$ cat src/rtl/demux_1to4_buf.sv
// ---------------------------------------------------------------------------
// demux_1to4_buf
//
// Registered 1-to-4 demultiplexer. One producer stream is steered into one
// of four single-entry holding buffers, or into all four at once on a
// broadcast. Each buffer drains through its own valid/ready port. A delivery
// counter per channel counts completed output transfers.
//
// Handshake semantics (input and all four outputs):
//   A transfer happens at a rising edge where valid and ready are both 1.
//   valid never depends on ready.
//   in_ready is a combinational function of in_sel, in_bcast, the buffer
//   flags and out_ready. It never looks at in_valid or in_data.
//   A held word (out_valid=1, out_ready=0) stays stable until it is taken.
//
// Ports:
//   clk        sole clock, rising edge
//   rst_n      asynchronous active-low reset
//   in_data    DATA_W word offered by the producer
//   in_sel     destination channel 0..3 (ignored on broadcast)
//   in_bcast   1 = write the word to all four channels
//   in_valid   producer offers a word
//   in_ready   the offered word would be accepted this cycle
//   out_data   4*DATA_W, channel k at [k*DATA_W +: DATA_W]
//   out_valid  bit k: channel k buffer holds a word
//   out_ready  bit k: consumer k takes the word this cycle
//   out_cnt    4*CNT_W, channel k delivery count at [k*CNT_W +: CNT_W]
// ---------------------------------------------------------------------------
module demux_1to4_buf #(
  parameter int DATA_W = 8,
  parameter int CNT_W  = 8
) (
  input  logic                clk,
  input  logic                rst_n,
  input  logic [DATA_W-1:0]   in_data,
  input  logic [1:0]          in_sel,
  input  logic                in_bcast,
  input  logic                in_valid,
  output logic                in_ready,
  output logic [4*DATA_W-1:0] out_data,
  output logic [3:0]          out_valid,
  input  logic [3:0]          out_ready,
  output logic [4*CNT_W-1:0]  out_cnt
);

  // Per-channel state. Kept as separate per-channel registers so that each
  // channel has exactly one sequential process driving it.
  logic [DATA_W-1:0] buf_q  [4];
  logic              full_q [4];
  logic [CNT_W-1:0]  cnt_q  [4];

  logic [3:0] full_vec;
  logic [3:0] avail;
  logic [3:0] sel_onehot;
  logic [3:0] load;
  logic [3:0] drain;
  logic       accept;

  always_comb begin
    full_vec = 4'b0000;
    for (int k = 0; k < 4; k++) begin
      full_vec[k] = full_q[k];
    end
  end

  // A channel can take a word if it is empty, or if its current word leaves
  // at this same edge (pass-through reload).
  assign avail = ~full_vec | out_ready;

  always_comb begin
    sel_onehot = 4'b0000;
    sel_onehot[in_sel] = 1'b1;
  end

  // Broadcast is all-or-nothing: every channel must be able to accept.
  always_comb begin
    if (in_bcast) begin
      in_ready = &avail;
    end else begin
      in_ready = avail[in_sel];
    end
  end

  assign accept = in_valid & in_ready;

  always_comb begin
    load = 4'b0000;
    if (accept) begin
      load = in_bcast ? 4'b1111 : sel_onehot;
    end
  end

  // out_ready on an empty channel is not a transfer.
  assign drain = full_vec & out_ready;

  for (genvar k = 0; k < 4; k++) begin : g_chan
    always_ff @(posedge clk or negedge rst_n) begin
      if (!rst_n) begin
        buf_q[k]  <= '0;
        full_q[k] <= 1'b0;
        cnt_q[k]  <= '0;
      end else begin
        if (load[k]) begin
          buf_q[k] <= in_data;
        end
        // A load in the same edge as a drain keeps the buffer full with the
        // new word; otherwise a drain empties it.
        if (load[k]) begin
          full_q[k] <= 1'b1;
        end else if (drain[k]) begin
          full_q[k] <= 1'b0;
        end
        // Counter wraps silently at all-ones.
        if (drain[k]) begin
          cnt_q[k] <= cnt_q[k] + 1'b1;
        end
      end
    end

    assign out_data[k*DATA_W +: DATA_W] = buf_q[k];
    assign out_cnt[k*CNT_W +: CNT_W]    = cnt_q[k];
    assign out_valid[k]                 = full_q[k];
  end

endmodule
$ cat config.mk
export PLATFORM = sky130hd
export DESIGN_NAME = demux_1to4_buf
export DESIGN_NICKNAME = d
export VERILOG_FILES = /design/src/rtl/demux_1to4_buf.sv
export SDC_FILE = /design/constraint.sdc
export NUM_CORES = 1
export LEC_CHECK = 0
export ABC_AREA = 0
export ABC_CLOCK_PERIOD_IN_PS = 2250
export CAP_MARGIN = 5
export CORE_UTILIZATION = 25
export CTS_BUF_LIST = sky130_fd_sc_hd__clkbuf_8 sky130_fd_sc_hd__clkbuf_16
export CTS_CLUSTER_DIAMETER = 50
export CTS_CLUSTER_SIZE = 8
export DETAILED_ROUTE_END_ITERATION = 16
export GPL_ROUTABILITY_DRIVEN = 0
export PLACE_DENSITY = 0.59
export SYNTH_ARGS = -nofsm -noshare
export SYNTH_HDL_FRONTEND = slang
export SYNTH_SLANG_ARGS = --single-unit
export TNS_END_PERCENT = 1
$ cat constraint.sdc
create_clock -name clk -period 2.25 [get_ports clk]
set_input_delay 0.5625 -clock clk [delete_from_list [all_inputs] [get_ports clk]]
set_output_delay 0.5625 -clock clk [all_outputs]
set_load 0.1 [all_outputs]
Word level (Yosys, flattened, before mapping)

Index checks and enable logic that the tools add are counted.

Bits in registers: 68
Logic and storage cells: 43
Output and inout bits: 69

Reductions and logical operators: 6
Multiplexer cells: 15
Bitwise operators: 4
Magnitude comparators: 2
$add $sub $neg: 4

Operators with widths:

| operator              | number |
|---|---|
| $add A8 B1 Y8 const B | 4 |
| $mux W1               | 11 |
| $mux W4               | 2 |
| $reduce_bool A2 Y1    | 4 |
| $and A4 B4 Y4         | 1 |
| $not A4 Y4            | 1 |
| $or A4 B4 Y4          | 1 |
| $reduce_and A4 Y1     | 1 |
| $lt A2 B3 Y1 const B  | 1 |
| $bmux W1 S2           | 1 |
| $demux W1 S2          | 1 |
| $ge A2 B1 Y1 const B  | 1 |
| $and A1 B1 Y1         | 1 |
| $logic_and A1 B1 Y1   | 1 |

Longest topological paths before layout

Depth in word-level cells: 8
Gate-level depth with buffers: 5
Mapped depth without buffers: 5

Worst setup path before layout

No wires, ideal clock.

Path kind: register -> output
From: register full_q (netlist bit out_valid[3])
To: output in_ready
Slack: -1.717 ns
Cell stages (with the launch flop): 4
Arrival time: 3.404 ns
Cells stage by stage: dfrtp_1 > or2b_2 > o221ai_4 > nor3_1

Word-level cells in the longest chain between the ends: 5
Elaborated cells between the ends (all ways): 6

RTL lines:

| what                              | RTL line | source |
|---|---|---|
| from (decl)                       | 49       | `logic full_q [4];` |
| from (signal, indexed assignment) | 100      | `full_q[k] <= 1'b0;` |
| from (signal, indexed assignment) | 109      | `full_q[k] <= 1'b1;` |
| from (signal, indexed assignment) | 111      | `full_q[k] <= 1'b0;` |
| $not A4 Y4 *                      | 68       | `assign avail = ~full_vec \| out_ready;` |
| $or A4 B4 Y4 *                    | 68       |  |
| $bmux W1 S2                       | 80       | `in_ready = avail[in_sel];` |
| $mux W1 (not written as such)     | 80       |  |
| $mux W1 *                         | 77       | `if (in_bcast) begin` |
| to (decl)                         | 39       | `output logic in_ready,` |

Mark *: on every way between the ends. The rest lies on a longest branch, timed or not. The select of a mux whose other input is x is not followed.

Worst setup path after layout

From: input out_ready[2]
To: output in_ready

Word-level cells in the longest chain between the ends: 4
Elaborated cells between the ends (all ways): 5

RTL lines:

| what                          | RTL line | source |
|---|---|---|
| from (decl)                   | 42       | `input logic [3:0] out_ready,` |
| $or A4 B4 Y4 *                | 68       |  |
| $bmux W1 S2                   | 80       |  |
| $mux W1 (not written as such) | 80       |  |
| $mux W1 *                     | 77       |  |

Marks and branches as above.

==> metrics.md <==
| Metric | Value |
|---|---|
| Part of the cycle the worst path needs | 102.1% |
| Fin. max-slew vios | 0 |
| WS Path Type | input port to output pin |
| Slew HR | between 40 and 50% |
| Arrival time at the worst endpoint | 1740 ps |
| Iter 0 DRT Violations | 75 |
| Finish-stage setup viols | 1 |
| Via/cell ratio | 4.296 |
| Synth Warn # | 0 |
| Chip width | 110.1 um |
| CTS Root Cell | clkbuf_16 |
| Tightest Pin Transition | 755.0 ps |
| Port bufs | 86 |
| Max stage delay on crit path | 560 ps |
| Hold buffers post-CTS | 0 |
| Initial antenna violation count | 0 |
| Total Die Area | 12,120 sq um |
| Syn Std Cell Area | 2920 sq um |
| Die height | 110.1 um |
| Vias in the first global route | 2,020 |
| Reg clk slew, reported paths | 50 ps |
| Critical-path cell list | dlygate4sd2_1 -> or4bb_4 -> o221ai_4 -> nor3_4 -> buf_12 |
| I/O pins | just under 90 |
| Syn nets | around 230 |
| First-pass GRT wire length | 9.998 mm |
| Largest delay share family, worst path | simple AND/OR/NAND/NOR gates |
| Tmin final | about 2300 ps |
| Wire per inst | around 13 um |
| Syn avg cell area | 14.18 sq um |
| Synth Flop Type | dfrtp_1 |
| GRT Resource Usage Total | around 11% |
| Share of cells above drive strength 1 | 49.69% |
| DRT antenna net count | 0 |
| Synth unique cells | 31 |
| Fill cells | ~1.1k |
| Worst skew pair latency | roughly 330 ps |
| Row count | 39 |
| Commonest cells after routing, fill and taps aside | buf_4 (87), dfrtp_1 (64), mux2_2 (31) |
| Util after Layout | 37.53% |
| Area grow syn2layout | 46.74% |
| Fin. Hold Viols | 0 |
| TritonCTS Buffers | 9 |
| RSZ-0062 raised after global routing | yes |
| Deepest clock path buffer count | 2 |
| Run status | complete, but fails checks |
| CP max-delay cell | or4bb_4 |
| #FFs+latches synth | 68 |
| H-tree levels | 3 |
| Async SR Flop Fraction | 100.0% |
| Aggregate routed wire length | between 6 and 7 mm |
| DR DRC count | 0 |
| Fmax | 435.1 MHz |
| R2r setup slk | 180 ps |
| CP required | about 1700 ps |
| Fin worst setup slack | -48.16 ps |
| Max FO, Critical Path | 3 |
| DR pass1 iterations | 4 |
| Antenna Diode Count | 0 |
| GRT overflow | 0 |
| CTS tree | yes |
| Initial Util | 25.58% |
| Tightest Hold Check Type | input port to asynchronous set/reset pin |
| CP endpoint kind | output pin |
| Worst R2R Start | out_valid[3] |
| Nature of the critical path startpoint | input port |
| Via count | 2,015 |
| Fin nets | between 300 and 400 |
| Post-synthesis sequential area ratio | between 50% and 60% |
| Syn Inst Count | roughly 210 |
| Number of synthesized flops with an enable pin | 0 |
| Pin count of the biggest net entering global routing | 60 |
| Post-DP HPWL | 4.502 mm |
| CP Launch Point | out_ready[2] |
| Clock Skews | 3.854 ps |
| CTS sink count | 68 |
| Core box area | 11,420 sq um |
| Buf+Inv Stages, Crit Path | 2 |
| Max_cap viols | 0 |
| Violated checks | negative setup slack |
| Commonest non-fill, non-tap cell in the layout | buf_4 |
-- repair_timing --
item / in CTS / in global routing
buffers inserted: 3 / 3
pin swaps: 1 / 4
setup endpoints to repair: 33 / 29
resized for setup: 8 / 8
-- state kept, by name, indices dropped and copies added (netlist names) --
register / count
out_cnt: 32
out_valid: 4
out_data: 32
-- cell usage after synthesis, types with 2 or more instances --
library cell | number | area, sq um
or2b_2 | 4 | 35.03
mux2_2 | 31 | 349.1
ha_1 | 4 | 50.05
a21oi_1 | 2 | 10.01
nand2b_1 | 2 | 12.51
a21o_1 | 3 | 22.52
a221oi_4 | 3 | 78.83
nor2_1 | 6 | 22.52
xor2_1 | 12 | 105.1
dfrtp_1 | 68 | 1702
mux2_4 | 4 | 60.06
nand2_1 | 15 | 56.30
xnor2_1 | 16 | 140.1
nor3_1 | 4 | 20.02
nand3_1 | 9 | 45.04
and3_1 | 3 | 18.77
inv_1 | 4 | 15.01
nand4_1 | 3 | 18.77
-- worst paths after layout --
| kind | endpoint | cells after the start |
|---|---|---|
| max reg2reg | out_data[7] | 5 |
| min | out_cnt[12] | 1 |
| min in group clk | out_cnt[31] | 1 |
| max | in_ready | 5 |
| max in group asynchronous | out_data[17] | 2 |
| min reg2reg | out_cnt[31] | 1 |
-- worst register-to-register path, delay by kind of cell, from the launching register on --
family,cells,cell delay [ps]
flip-flops,1,490
AO/OA/AOI/OAI,2,610
buffers and inverters,1,190
multiplexers,1,400
AND/OR/NAND/NOR,1,260
-- layer usage --
metal	up-vias	part of all wire (%)	track usage [%]
met4	0	2.2	6.190
met3	13	8.5	5.644
met2	58	47	17.77
met1	995	42	12.70
met5	-	0	0
li1	949	-	-
-- per-stage QoR --
| stage | instance area [sq um] | setup slack (ps) | std cells | hold WS (ps) | TNS [ps] |
|---|---|---|---|---|---|
| 5_1_grt | 4285 | -81.04 | 469 | 371.8 | -159.4 |
| 4_1_cts | 4225 | -134.0 | 466 | 338.4 | -1598 |
| 3_3_place_gp | 3915 | -426.4 | 447 | 463.8 | -12840 |
| 2_1_floorplan | 2944 | -174.7 | 206 | 266.9 | -174.7 |
| 3_5_place_dp | 3915 | -454.4 | 447 | 465.9 | -13740 |
| 6_report | 4285 | -48.16 | 469 | 310.0 | -48.16 |
-- cells by family after synthesis --
| kind of cell | share of synthesized area [%] |
|---|---|
| adders and majority gates | 1.714 |
| AOI/OAI and AO/OA | 6.770 |
| and+or+nand+nor | 9.683 |
| xor gates and xnor gates | 8.397 |
| muxes | 14.40 |
| DFF | 58.27 |
| buffers and inverters | 0.7708 |
-- layout make-up --
type	count	area, sq um	area share, %
Clock buffer	10	239.0	5.577
Inverter	5	18.77	0.4380
Tap cell	143	178.9	4.175
Clock inverter	6	31.28	0.7299
Multi-Input combinational cell	132	1247	29.11
Timing Repair Buffer	105	858.3	20.03
Sequential cell	68	1712	39.94
Power is left out: the tool's default activity adds up to more than one toggle a clock period on the data nets, which glitch-free logic cannot reach.
